<file path="config.mk">
export PLATFORM = sky130hd
export DESIGN_NAME = mipi_delay_cal
export DESIGN_NICKNAME = d
export VERILOG_FILES = /design/src/rtl/mipi_pkg.sv /design/src/rtl/mipi_hit_window.sv /design/src/rtl/mipi_delay_cal.sv
export SDC_FILE = /design/constraint.sdc
export NUM_CORES = 1
export LEC_CHECK = 0
export BUFFER_PORTS_ARGS = -buffer_cell sky130_fd_sc_hd__buf_4
export CAP_MARGIN = 10
export CORE_MARGIN = 2
export CORE_UTILIZATION = 25
export DETAILED_ROUTE_END_ITERATION = 10
export PLACE_DENSITY_LB_ADDON = 0.12
export SKIP_CTS_REPAIR_TIMING = 1
export SLEW_MARGIN = 10
export SYNTH_ARGS = -nofsm -noshare
export SYNTH_HDL_FRONTEND = slang
export SYNTH_SLANG_ARGS = --single-unit
</file>
<file path="constraint.sdc">
create_clock -name clk -period 11.4 [get_ports clk]
set_input_delay 1.14 -clock clk [delete_from_list [all_inputs] [get_ports clk]]
set_output_delay 1.14 -clock clk [all_outputs]
set_load 0.02 [all_outputs]
</file>
<file path="src/rtl/mipi_pkg.sv">
// ============================================================================
// Module      : mipi_pkg
// Description : Shared constants, FSM encoding and centring helper for the
//               MIPI data-lane delay calibrator.
// Revision    : 1.0 - initial release
// ============================================================================
`default_nettype none

package mipi_pkg;

    localparam int TAP_W = 5;
    localparam int TAP_N = 32;

    typedef enum logic [2:0] {
        IDLE    = 3'd0,
        LOAD    = 3'd1,
        SETTLE  = 3'd2,
        MEASURE = 3'd3,
        EVAL    = 3'd4,
        CENTER  = 3'd5,
        FINISH  = 3'd6
    } cal_state_t;

    // Middle of the best run, rounding toward the earlier tap for even lengths.
    function automatic logic [TAP_W-1:0] center_tap(input logic [TAP_W-1:0] run_start,
                                                    input logic [TAP_W:0]   run_len);
        if (run_len == '0)
            return '0;
        return run_start + TAP_W'((run_len - 1'b1) >> 1);
    endfunction

endpackage

`default_nettype wire

</file>
<file path="src/rtl/mipi_hit_window.sv">
// ============================================================================
// Module      : mipi_hit_window
// Description : Saturating 8-bit sync-hit counter, cleared per tap and
//               enabled only during the measurement window.
// Revision    : 1.0 - initial release
// ============================================================================
`default_nettype none

module mipi_hit_window (
    input  logic       clk,
    input  logic       resetb,
    input  logic       clr_i,
    input  logic       en_i,
    input  logic       hit_i,
    output logic [7:0] hits_o
);

    logic [7:0] cnt_q;

    always_ff @(posedge clk or negedge resetb) begin
        if (!resetb) begin
            cnt_q <= '0;
        end else if (clr_i) begin
            cnt_q <= '0;
        end else if (en_i && hit_i && (cnt_q != 8'hFF)) begin
            cnt_q <= cnt_q + 8'd1;
        end
    end

    assign hits_o = cnt_q;

endmodule

`default_nettype wire

</file>
<file path="src/rtl/mipi_delay_cal.sv">
// ============================================================================
// Module      : mipi_delay_cal
// Description : Sweeps all 32 delay taps, finds the longest passing run of
//               sync hits and loads its centre. Optional pass map under
//               macro MIPI_CAL_MAP_EN.
// Revision    : 1.0 - initial release
// ============================================================================
`default_nettype none

module mipi_delay_cal
    import mipi_pkg::*;
#(
    parameter int SETTLE_CYC = 16,
    parameter int WINDOW_CYC = 1024,
    parameter int MIN_HITS   = 4
) (
    input  logic             clk,
    input  logic             resetb,
    input  logic             start,
    input  logic             sync_hit,
    output logic             del_ld,
    output logic [TAP_W-1:0] del_val,
    output logic             busy,
    output logic             done,
    output logic             cal_ok,
    output logic [TAP_W-1:0] best_tap,
    output logic [TAP_W:0]   eye_width
`ifdef MIPI_CAL_MAP_EN
    ,
    output logic [TAP_N-1:0] pass_map
`endif
);

    localparam int CYC_MAX = (WINDOW_CYC > SETTLE_CYC) ? WINDOW_CYC : SETTLE_CYC;
    localparam int CNT_W   = $clog2(CYC_MAX) + 1;
    localparam logic [CNT_W-1:0] c_SETTLE_LAST = CNT_W'(SETTLE_CYC - 1);
    localparam logic [CNT_W-1:0] c_WINDOW_LAST = CNT_W'(WINDOW_CYC - 1);
    localparam logic [7:0]       c_MIN_HITS    = 8'(MIN_HITS);
    localparam logic [TAP_W-1:0] c_LAST_TAP    = TAP_W'(TAP_N - 1);

    cal_state_t       state_q, state_d;
    logic [TAP_W-1:0] tap_q, tap_d;
    logic [CNT_W-1:0] cyc_q, cyc_d;
    logic [TAP_W:0]   cur_len_q, cur_len_d, best_len_q, best_len_d;
    logic [TAP_W-1:0] cur_start_q, cur_start_d, best_start_q, best_start_d;
    logic [TAP_W-1:0] best_tap_q, best_tap_d, del_val_q, del_val_d;
    logic [TAP_W:0]   eye_width_q, eye_width_d;
    logic             del_ld_q, del_ld_d, done_q, done_d, cal_ok_q, cal_ok_d;
`ifdef MIPI_CAL_MAP_EN
    logic [TAP_N-1:0] pass_map_q, pass_map_d;
`endif

    logic             w_hit_clr;
    logic             w_hit_en;
    logic [7:0]       w_hits;
    logic             w_pass;

    mipi_hit_window u_hit_window (
        .clk    (clk),
        .resetb (resetb),
        .clr_i  (w_hit_clr),
        .en_i   (w_hit_en),
        .hit_i  (sync_hit),
        .hits_o (w_hits)
    );

    assign w_pass = (w_hits >= c_MIN_HITS);

    always_comb begin
        state_d      = state_q;
        tap_d        = tap_q;
        cyc_d        = cyc_q;
        cur_len_d    = cur_len_q;
        cur_start_d  = cur_start_q;
        best_len_d   = best_len_q;
        best_start_d = best_start_q;
        best_tap_d   = best_tap_q;
        eye_width_d  = eye_width_q;
        cal_ok_d     = cal_ok_q;
        del_val_d    = del_val_q;
        del_ld_d     = 1'b0;
        done_d       = 1'b0;
        w_hit_clr    = 1'b0;
        w_hit_en     = 1'b0;
`ifdef MIPI_CAL_MAP_EN
        pass_map_d   = pass_map_q;
`endif
        case (state_q)
            IDLE: begin
                if (start) begin
                    tap_d        = '0;
                    cur_len_d    = '0;
                    cur_start_d  = '0;
                    best_len_d   = '0;
                    best_start_d = '0;
                    del_val_d    = '0;
                    del_ld_d     = 1'b1;
`ifdef MIPI_CAL_MAP_EN
                    pass_map_d   = '0;
`endif
                    state_d      = LOAD;
                end
            end
            LOAD: begin
                w_hit_clr = 1'b1;
                state_d   = SETTLE;
            end
            SETTLE: begin
                if (cyc_q == c_SETTLE_LAST) begin
                    cyc_d   = '0;
                    state_d = MEASURE;
                end else begin
                    cyc_d = cyc_q + 1'b1;
                end
            end
            MEASURE: begin
                w_hit_en = 1'b1;
                if (cyc_q == c_WINDOW_LAST) begin
                    cyc_d   = '0;
                    state_d = EVAL;
                end else begin
                    cyc_d = cyc_q + 1'b1;
                end
            end
            EVAL: begin
                if (w_pass) begin
                    if (cur_len_q == '0)
                        cur_start_d = tap_q;
                    cur_len_d = cur_len_q + 1'b1;
                end else begin
                    cur_len_d = '0;
                end
                // Strict compare: an equal-length later run never displaces the first.
                if (cur_len_d > best_len_q) begin
                    best_len_d   = cur_len_d;
                    best_start_d = cur_start_d;
                end
`ifdef MIPI_CAL_MAP_EN
                pass_map_d[tap_q] = w_pass;
`endif
                del_ld_d = 1'b1;
                if (tap_q == c_LAST_TAP) begin
                    best_tap_d = center_tap(best_start_d, best_len_d);
                    del_val_d  = best_tap_d;
                    state_d    = CENTER;
                end else begin
                    tap_d     = tap_q + 1'b1;
                    del_val_d = tap_d;
                    state_d   = LOAD;
                end
            end
            CENTER: begin
                state_d = FINISH;
            end
            FINISH: begin
                done_d      = 1'b1;
                cal_ok_d    = (best_len_q != '0);
                eye_width_d = best_len_q;
                state_d     = IDLE;
            end
            default: begin
                state_d = IDLE;
            end
        endcase
    end

    always_ff @(posedge clk or negedge resetb) begin
        if (!resetb) begin
            state_q      <= IDLE;
            tap_q        <= '0;
            cyc_q        <= '0;
            cur_len_q    <= '0;
            cur_start_q  <= '0;
            best_len_q   <= '0;
            best_start_q <= '0;
            best_tap_q   <= '0;
            eye_width_q  <= '0;
            cal_ok_q     <= 1'b0;
            del_val_q    <= '0;
            del_ld_q     <= 1'b0;
            done_q       <= 1'b0;
        end else begin
            state_q      <= state_d;
            tap_q        <= tap_d;
            cyc_q        <= cyc_d;
            cur_len_q    <= cur_len_d;
            cur_start_q  <= cur_start_d;
            best_len_q   <= best_len_d;
            best_start_q <= best_start_d;
            best_tap_q   <= best_tap_d;
            eye_width_q  <= eye_width_d;
            cal_ok_q     <= cal_ok_d;
            del_val_q    <= del_val_d;
            del_ld_q     <= del_ld_d;
            done_q       <= done_d;
        end
    end

`ifdef MIPI_CAL_MAP_EN
    always_ff @(posedge clk or negedge resetb) begin
        if (!resetb)
            pass_map_q <= '0;
        else
            pass_map_q <= pass_map_d;
    end

    assign pass_map = pass_map_q;
`endif

    assign busy      = (state_q != IDLE);
    assign done      = done_q;
    assign del_ld    = del_ld_q;
    assign del_val   = del_val_q;
    assign cal_ok    = cal_ok_q;
    assign best_tap  = best_tap_q;
    assign eye_width = eye_width_q;

endmodule

`default_nettype wire

</file>
==> results.cfg, run 1 <==
[hold_path]
hold_path.class = register to register

[pwr]
p_int_w = 0.000487
p_leak_nw = 1.96
ir_drop_mv = 0.0651
switching_share = 0.293
p_switching_w = 0.000201
pwr-share-comb = 0.208
seq_power_share = 0.386
powerDensity_nw_per_um2 = 157
power.share.clock = 0.406

[logic_synthesis]
syn_inst = 378
synthAdderAreaFrac = 0.0584
ys_warn_count = 0
synth.distinct_cells = 60
synth_mux_area_frac = 0.0249
synth_edf_count = 0
syn_area_sq_um = 3770
synth_seq_area_share = 0.451
synth_xor_area_frac = 0.0743
yosys.area.top_type_share = 0.451
syn_area_per_cell_sq_um = 9.98
synth_common_cells = dfrtp_1, nor2_1, nand2_1
synth-seq-cells = 68
synth.most_common_cell = dfrtp_1
synth_nets = 399
ys.flop_type = dfrtp_1
synthSimpleGateAreaFrac = 0.171
ys_top_cells_by_area = dfrtp_1, ha_1, nor2_1
async_flop_share = 1.00
synth_top_family_by_area = compound AO/OA/AOI/OAI gates
synth_compound_area_frac = 0.180
synth_top_cell_by_area = dfrtp_1

[place]
numPortBuffers = 23
dp_hpwl_um = 6440
gp_congestion = 0.776
place_ws_ns = 5.98
dp.cells = 575

[setup_path]
crit_path_end_kind = register
worstPathMaxFanout = 19
worstSetupPathType = register to register
crit_arrival_ns = 5.66
start_kind = register
critical_path_required_ns = 11.62

[floorplanning]
die-height_um = 127
initial_core_util = 0.258
placementRows = 44
fp.coreArea_sq_um = 14600
die_w_um = 127
io_pins = 24
die_area_sq_um = 16100

[drt]
routed_wl_um = 9210
vias = 2796
drt_first_pass_iters = 4
drc = 0
vias_per_cell = 4.75
wl_per_cell_um = 15.6
drt-initial-drc-count = 136
drtAntennaViolNets = 0

[sta]
slew_headroom = 0.397
layout_setup_ws_ns = 5.97
period_share = 0.477
rsz0062_at_grt = false
finalCriticalPeriod_ns = 5.43
setup_viol = 0
hold_violations = 0
slew_violations = 0
skew_ns = 0.0101
tightest_slew_ns = 0.905
clock.fmax_mhz = 184
final.setup.tns_ns = 0

[job]
drv_cap = 0

[grt]
grt_max_degree = 69
grt_remaining_overflow = 0
grt_pass1_vias = 2803
grt_usage = 0.122
antenna_found_initial = 0
grt_pass1_wl_um = 15300

[clock_network]
htreeDepth = 3
cts.path.max_buffers = 2
cts_made_buffers = 9
tritoncts = built
clk_pin_slew_ns = 0.06
clock-sinks = 68
cts_root_buf = clkbuf_16
clock_latency_ns = 0.34

[finish]
multi_input_area_sq_um = 1920
seq_area_sq_um = 1700
finalNonFillerCells = 589
areaGrowthSynthToFinish_pct = 16.5
fill_cells = 1525
final_nets = 423
layout-drive-gt1-share = 0.131
diodes = 0

[run_status]
status = complete, no violations
[per-stage QoR]
| stage | hold WS [ns] | power [W] | utilization | area (sq um) |
|---|---|---|---|---|
| floorplan | 0.456 | 0.000383 | - | 3770 |
| global placement | 0.466 | 0.000416 | 0.280 | 4100 |
| detailed placement | 0.472 | 0.000415 | 0.280 | 4100 |
| CTS | 0.483 | 0.000704 | 0.300 | 4400 |
| global route | 0.503 | 0.000735 | 0.300 | 4400 |
| finish | 0.474 | 0.000688 | 0.300 | 4400 |
[worst paths after layout]
path | depth (start not counted) | end | slack [ns] | startpoint
max reg2reg | 20 | del_val[4] | 5.97 | u_hit_window.hits_o[6]
min reg2reg | 2 | best_tap[1] | 0.47 | best_tap[1]
max | 20 | del_val[4] | 5.97 | u_hit_window.hits_o[6]
min | 2 | best_tap[1] | 0.47 | best_tap[1]
min in group asynchronous | 1 | done | 0.91 | resetb
max in group asynchronous | 1 | best_tap[2] | 9.86 | resetb
[sequential cells by signal, summed over array words and instances (netlist names)]
name,cells
state_q,3
done,1
del_val,5
cal_ok,1
cur_start_q,5
u_hit_window.hits_o,8
eye_width,6
best_start_q,5
cur_len_q,6
del_ld,1
best_len_q,6
best_tap,5
tap_q,5
cyc_q,11
[worst max-delay path, cell delays in order (launching register included)]
cell and delay (ns):
dfrtp_1 0.43, nor4_4 0.41, and2_1 0.38, nor2_1 0.17
ha_1 0.31, a21oi_1 0.21, nand2_1 0.08, a22o_1 0.23
a2111o_1 0.49, and2_2 0.34, nor2_1 0.13, a21oi_1 0.05
ha_1 0.24, fa_1 0.41, a21o_1 0.19, a21oi_1 0.27
xnor2_1 0.21, xnor2_1 0.10, a221oi_1 0.30, a211oi_2 0.09
a221o_1 0.27
[metal layers]
layer	GRT usage	share of wire	up-vias
met3	0.0388	0.049	12
met5	0	0	-
li1	-	-	1392
met2	0.178	0.44	54
met1	0.169	0.49	1338
met4	0.0472	0.019	0
[cell type report]
class / instances / share of cell area
flip-flops and latches: 68 / 0.387
inverters: 19 / 0.0162
well taps: 184 / 0.0524
clock inverters: 2 / 0.00797
repair buffers: 24 / 0.0410
multi-input cells: 280 / 0.437
clock buffers: 12 / 0.0584
[cells by family (layout without fill, tap and decap cells)]
family / Yosys count / in the layout
buffers and inverters: 30 / 57
DFF: 68 / 68
xor gates and xnor gates: 32 / 32
and+or+nand+nor: 126 / 126
muxes: 9 / 9
AOI/OAI and AO/OA: 96 / 96
adders and majority gates: 17 / 17
[cell usage in the layout (no fill, tap or decap), drive strengths merged, types with 2 or more instances in the layout]
cell type	n
dfrtp	68
nor2	39
nand2	27
o21ai	25
buf	24
a21oi	20
inv	18
a22o	17
xor2	16
xnor2	16
ha	16
nand3	14
clkbuf	12
and3	7
and2	7
mux2i	6
a21o	6
nor3	5
or3	5
o2bb2ai	5
a31oi	4
nand4	4
nor2b	3
nand2b	3
nor4	3
mux2	3
o21a	2
nor3b	2
o31a	2
a221o	2
a22oi	2
a211oi	2
and4	2
clkinv	2
[power by group through the flow]
stage / sequential, W / clock (W) / combinational (W)
CTS: 0.000266 / 0.000292 / 0.000146
finish: 0.000265 / 0.000279 / 0.000143
floorplan: 0.000267 / 0 / 0.000116
global route: 0.000267 / 0.000302 / 0.000166
detailed placement: 0.000270 / 0 / 0.000145
global placement: 0.000270 / 0 / 0.000146
Note: power is estimated with default switching activity, not from simulation.
==> run 2, diff against run 1 <==
==> constraint.sdc (replaced) <==
create_clock -name clk -period 4.6 [get_ports clk]
set_input_delay 0.46 -clock clk [delete_from_list [all_inputs] [get_ports clk]]
set_output_delay 0.46 -clock clk [all_outputs]
set_load 0.02 [all_outputs]
==> results.cfg, run 2 (synthesis gave the netlist of run 1 again) <==
[run_status]
status = complete, no violations

[finish]
fill_cells = 1507
layout_commonest_cell = dfrtp_1
largest_reg_flops = 11
multi_input_area_sq_um = 2100
areaGrowthSynthToFinish_pct = 26.5
final_nets = 450
diodes = 0
layout-drive-gt1-share = 0.255
seq_area_sq_um = 1700
largest_register = cyc_q
final_cell_mix = dfrtp_1, buf_4, nor2_1

[clock_network]
cts.path.max_buffers = 2
clk_pin_slew_ns = 0.05
clock-sinks = 68
cts_root_buf = clkbuf_16
htreeDepth = 3
cts_made_buffers = 9
clock_latency_ns = 0.34
tritoncts = built

[sta]
setup_viol = 0
finalCriticalPeriod_ns = 4.45
tightest_slew_ns = 0.909
slew_headroom = 0.394
skew_ns = 0.00617
period_share = 0.968
slew_violations = 0
layout_setup_ws_ns = 0.149
hold_violations = 0
rsz0062_at_grt = true
clock.fmax_mhz = 225

[setup_path]
start_kind = register
critical_path_buf_inv_count = 1
cp_top_family = compound AO/OA/AOI/OAI gates
crit_path_end_kind = register
crit_arrival_ns = 4.72
worstSetupPathType = register to register
critical_path_required_ns = 4.87
slowest_delay_ns = 0.41
worstPathMaxFanout = 5
path_cells = nor4_4, and2_4, nor2_2, ha_4, and3_4, o21a_1, a22o_1, a2111o_1, and2_4, nor2_4, a21oi_2, ha_2, fa_2, a21o_1, a21oi_4, buf_6, xnor2_2, mux2_4, a211oi_4, a221o_1
crit_slowest_cell = a2111o_1
cp_common_cell = and2_4

[place]
place_ws_ns = -0.00766
gp_congestion = 0.792
numPortBuffers = 23
dp_hpwl_um = 6850

[drt]
vias = 2964
drc = 0
drtAntennaViolNets = 0
wl_per_cell_um = 16.0
routed_wl_um = 9840
drt_first_pass_iters = 4
drt-initial-drc-count = 127
vias_per_cell = 4.81

[floorplanning]
io_pins = 24
die_w_um = 127
initial_core_util = 0.258
placementRows = 44
die-height_um = 127
fp.coreArea_sq_um = 14600
die_area_sq_um = 16100

[pwr]
fin_total_pwr_w = 0.00185
p_leak_nw = 2.13
ir_drop_mv = 0.146
powerDensity_nw_per_um2 = 389

[grt]
grt_pass1_vias = 3036
grt_pass1_wl_um = 16000
grt_max_degree = 69
antenna_found_initial = 0
grt_usage = 0.127
grt_remaining_overflow = 0

[hold_path]
hold_path.class = input port to asynchronous set/reset pin

[job]
drv_cap = 0
==> run 2: cell types whose count changed in the layout (fill, tap and decap cells not counted), moves of 4 or more <==
cell,change
buf_4,+23
nor2_1,-4
ha_4,+4
ha_1,-5
a21oi_1,-4
==> run 2: metal layers <==
layer / vias to the layer above / wire (um) / global-route usage
met5: - / 0 / 0
met4: 0 / 208 / 0.0588
met3: 11 / 290 / 0.0257
met2: 42 / 4740 / 0.201
met1: 1455 / 4600 / 0.168
li1: 1456 / - / -
==> run 2: through the flow <==
stage / setup TNS (ns) / hold WS [ns] / area [sq um] / cells / util
4_1_cts: -0.0545 / 0.303 / 4540 / 606 / 0.310
5_1_grt: -0.0677 / 0.329 / 4770 / 616 / 0.326
6_report: 0 / 0.224 / 4770 / 616 / 0.326
2_1_floorplan: -0.252 / 0.164 / 3820 / 378 / -
3_5_place_dp: -0.00766 / 0.479 / 4260 / 592 / 0.291
3_3_place_gp: 0 / 0.470 / 4260 / 592 / 0.291
==> run 2: layout make-up <==
class                      count  area share
clock buffer                  12      0.0558
clock inverter                 2     0.00210
inverter                      19      0.0149
multi-input combinational    281       0.441
sequential                    68       0.357
tap                          184      0.0482
timing repair buffer          50      0.0810
==> run 2: worst paths after layout <==
check	from	end	slack (ns)	depth (start not counted)
setup / recovery	u_hit_window.hits_o[4]	del_val[4]	0.15	20
hold / removal	resetb	done	0.22	1
setup reg to reg	u_hit_window.hits_o[4]	del_val[4]	0.15	20
hold reg to reg	eye_width[3]	eye_width[3]	0.48	2
max in group asynchronous	resetb	cur_len_q[1]	3.73	1
min in group clk	eye_width[3]	eye_width[3]	0.48	2
==> run 2: where the power goes <==
| part | internal (W) | leakage, nW | switching (W) |
|---|---|---|---|
| logic | 0.000268 | 1.13 | 0.000283 |
| registers | 0.000624 | 0.856 | 0.0000244 |
| clock network | 0.000401 | 0.140 | 0.000255 |
| total | 0.00129 | 2.13 | 0.000562 |
==> run 3, diff against run 2 <==
--- a/config.mk
+++ b/config.mk
@@ -5,6 +5,7 @@
 export SDC_FILE = /design/constraint.sdc
 export NUM_CORES = 1
 export LEC_CHECK = 0
+export ABC_AREA = 1
 export BUFFER_PORTS_ARGS = -buffer_cell sky130_fd_sc_hd__buf_4
 export CAP_MARGIN = 10
 export CORE_MARGIN = 2
==> results.cfg, run 3 <==
[run_status]
status = complete, no violations

[setup_path]
crit_path_end_kind = register
cp_common_cell = nand2_1
crit_start = cur_len_q[2]
slowest_delay_ns = 0.43
worstSetupPathType = register to register
crit_slowest_cell = dfrtp_1
worstPathMaxFanout = 20
r2r_setup_slack_ns = 0.67
r2r-start = cur_len_q[2]
worst_r2r_endpoint = del_val[4]
start_kind = register
crit_arrival_ns = 4.16
critical_path_required_ns = 4.83
rr_worst_depth = 29

[finish]
layout_commonest_cell = nand2_1
largest_reg_flops = 11
areaGrowthSynthToFinish_pct = 17.9
layout-drive-gt1-share = 0.152
finish.utilization = 0.305
diodes = 0
fill_cells = 1580
multi_input_area_sq_um = 1790
final_nets = 504
seq_area_sq_um = 1700
final_cell_mix = nand2_1, dfrtp_1, inv_1
fin_area_sq_um = 4460
largest_register = cyc_q

[clock_network]
tritoncts = built
cts_made_buffers = 9
cts_root_buf = clkbuf_16
clk_pin_slew_ns = 0.05
htreeDepth = 3
clock_latency_ns = 0.34
clock-sinks = 68
cts.path.max_buffers = 2

[grt]
antenna_found_initial = 0
grt_pass1_vias = 3064
grt_max_degree = 69
grt_usage = 0.124
grt_pass1_wl_um = 15500
grt_remaining_overflow = 0

[place]
gp_congestion = 0.807
numPortBuffers = 23
placed_cell_area_sq_um = 4160
dp_hpwl_um = 6610

[sta]
clock.fmax_mhz = 255
tightest_slew_ns = 0.890
rsz0062_at_grt = false
period_share = 0.854
slew_violations = 0
hold_violations = 0
final.setup.tns_ns = 0
finalCriticalPeriod_ns = 3.93
setup_viol = 0
skew_ns = 0.00567
slew_headroom = 0.407

[logic_synthesis]
synth_xor_area_frac = 0.0208
syn_area_sq_um = 3780
synth.distinct_cells = 40
synth_nets = 475
synth-seq-cells = 68
yosys.area.top_type_share = 0.450
synth.most_common_cell = nand2_1
ys_top_cells_by_area = dfrtp_1, nand2_1, inv_1
synthSimpleGateAreaFrac = 0.265
synth_mux_area_frac = 0
ys.flop_type = dfrtp_1
synth_top_family_by_area = simple AND/OR/NAND/NOR gates
synth_top_cell_by_area = dfrtp_1
synthAdderAreaFrac = 0.0582
ys_warn_count = 0
synth_seq_area_share = 0.450
synth_edf_count = 0
syn_area_per_cell_sq_um = 8.33
syn_inst = 454
async_flop_share = 1.00
synth_common_cells = nand2_1, dfrtp_1, inv_1
synth_compound_area_frac = 0.127

[job]
drv_cap = 0

[drt]
routed_wl_um = 9140
wl_per_cell_um = 13.6
drt-initial-drc-count = 142
vias = 3058
vias_per_cell = 4.56
drtAntennaViolNets = 0
drt_first_pass_iters = 6
drc = 0

[hold_path]
hold_path.class = input port to asynchronous set/reset pin

[floorplanning]
fp.coreArea_sq_um = 14600
die-height_um = 127
die_area_sq_um = 16100
initial_core_util = 0.258
placementRows = 44
io_pins = 24
die_w_um = 127

[pwr]
powerDensity_nw_per_um2 = 327
p_leak_nw = 2.30
fin_total_pwr_w = 0.00146
ir_drop_mv = 0.182
[run 3: metal layers]
layer | GRT usage | vias up | wire (um)
li1 | - | 1568 | -
met1 | 0.160 | 1437 | 4270
met2 | 0.199 | 40 | 4340
met3 | 0.0260 | 13 | 342
met4 | 0.0614 | 0 | 184
met5 | 0 | - | 0
[run 3: worst max-delay path: cells and delay by family, from the launching register on]
| family | cells | cell delay, ns |
|---|---|---|
| adder cells (fa/ha/maj) | 3 | 0.94 |
| buffers and inverters | 3 | 0.15 |
| AO/OA/AOI/OAI | 1 | 0.14 |
| AND/OR/NAND/NOR | 21 | 2.04 |
| flip-flops | 1 | 0.43 |
| XOR/XNOR | 1 | 0.13 |
[run 3: layout make-up]
class | count | area share
Clock buffer | 12 | 0.0575
Clock inverter | 2 | 0.00785
Inverter | 69 | 0.0581
Multi-Input combinational cell | 310 | 0.401
Sequential cell | 68 | 0.381
Tap cell | 184 | 0.0516
Timing Repair Buffer | 25 | 0.0421
[run 3: logic make-up after synthesis]
kind of cell | count (synthesis)
buffers and inverters | 76
adders and majority gates | 17
and+or+nand+nor | 204
DFF | 68
xor gates and xnor gates | 9
AOI/OAI and AO/OA | 80
[run 3: per-stage QoR]
stage | worst slack, ns | cells | hold slack [ns]
finish | 0.672 | 670 | 0.243
floorplan | 1.05 | 454 | 0.164
global route | 0.185 | 670 | 0.337
detailed placement | 0.554 | 656 | 0.473
global placement | 0.729 | 656 | 0.469
CTS | 0.535 | 670 | 0.298
[run 3: how the worst max path moves through the flow]
stage | slack (ns) | cells after the start | endpoint
2_1_floorplan | 1.05 | 31 | del_val[4]
3_3_place_gp | 0.73 | 30 | del_val[4]
3_5_place_dp | 0.55 | 30 | del_val[4]
4_1_cts | 0.54 | 30 | del_val[4]
5_1_grt | 0.19 | 30 | del_val[4]
6_report | 0.67 | 29 | del_val[4]
[run 3: where the power goes]
part / leakage [nW] / internal (W) / total [W] / switching [W]
clock: 0.145 / 0.000442 / 0.000688 / 0.000246
sequential: 0.756 / 0.000631 / 0.000668 / 0.0000368
combinational: 1.40 / 0.0000394 / 0.000103 / 0.0000640
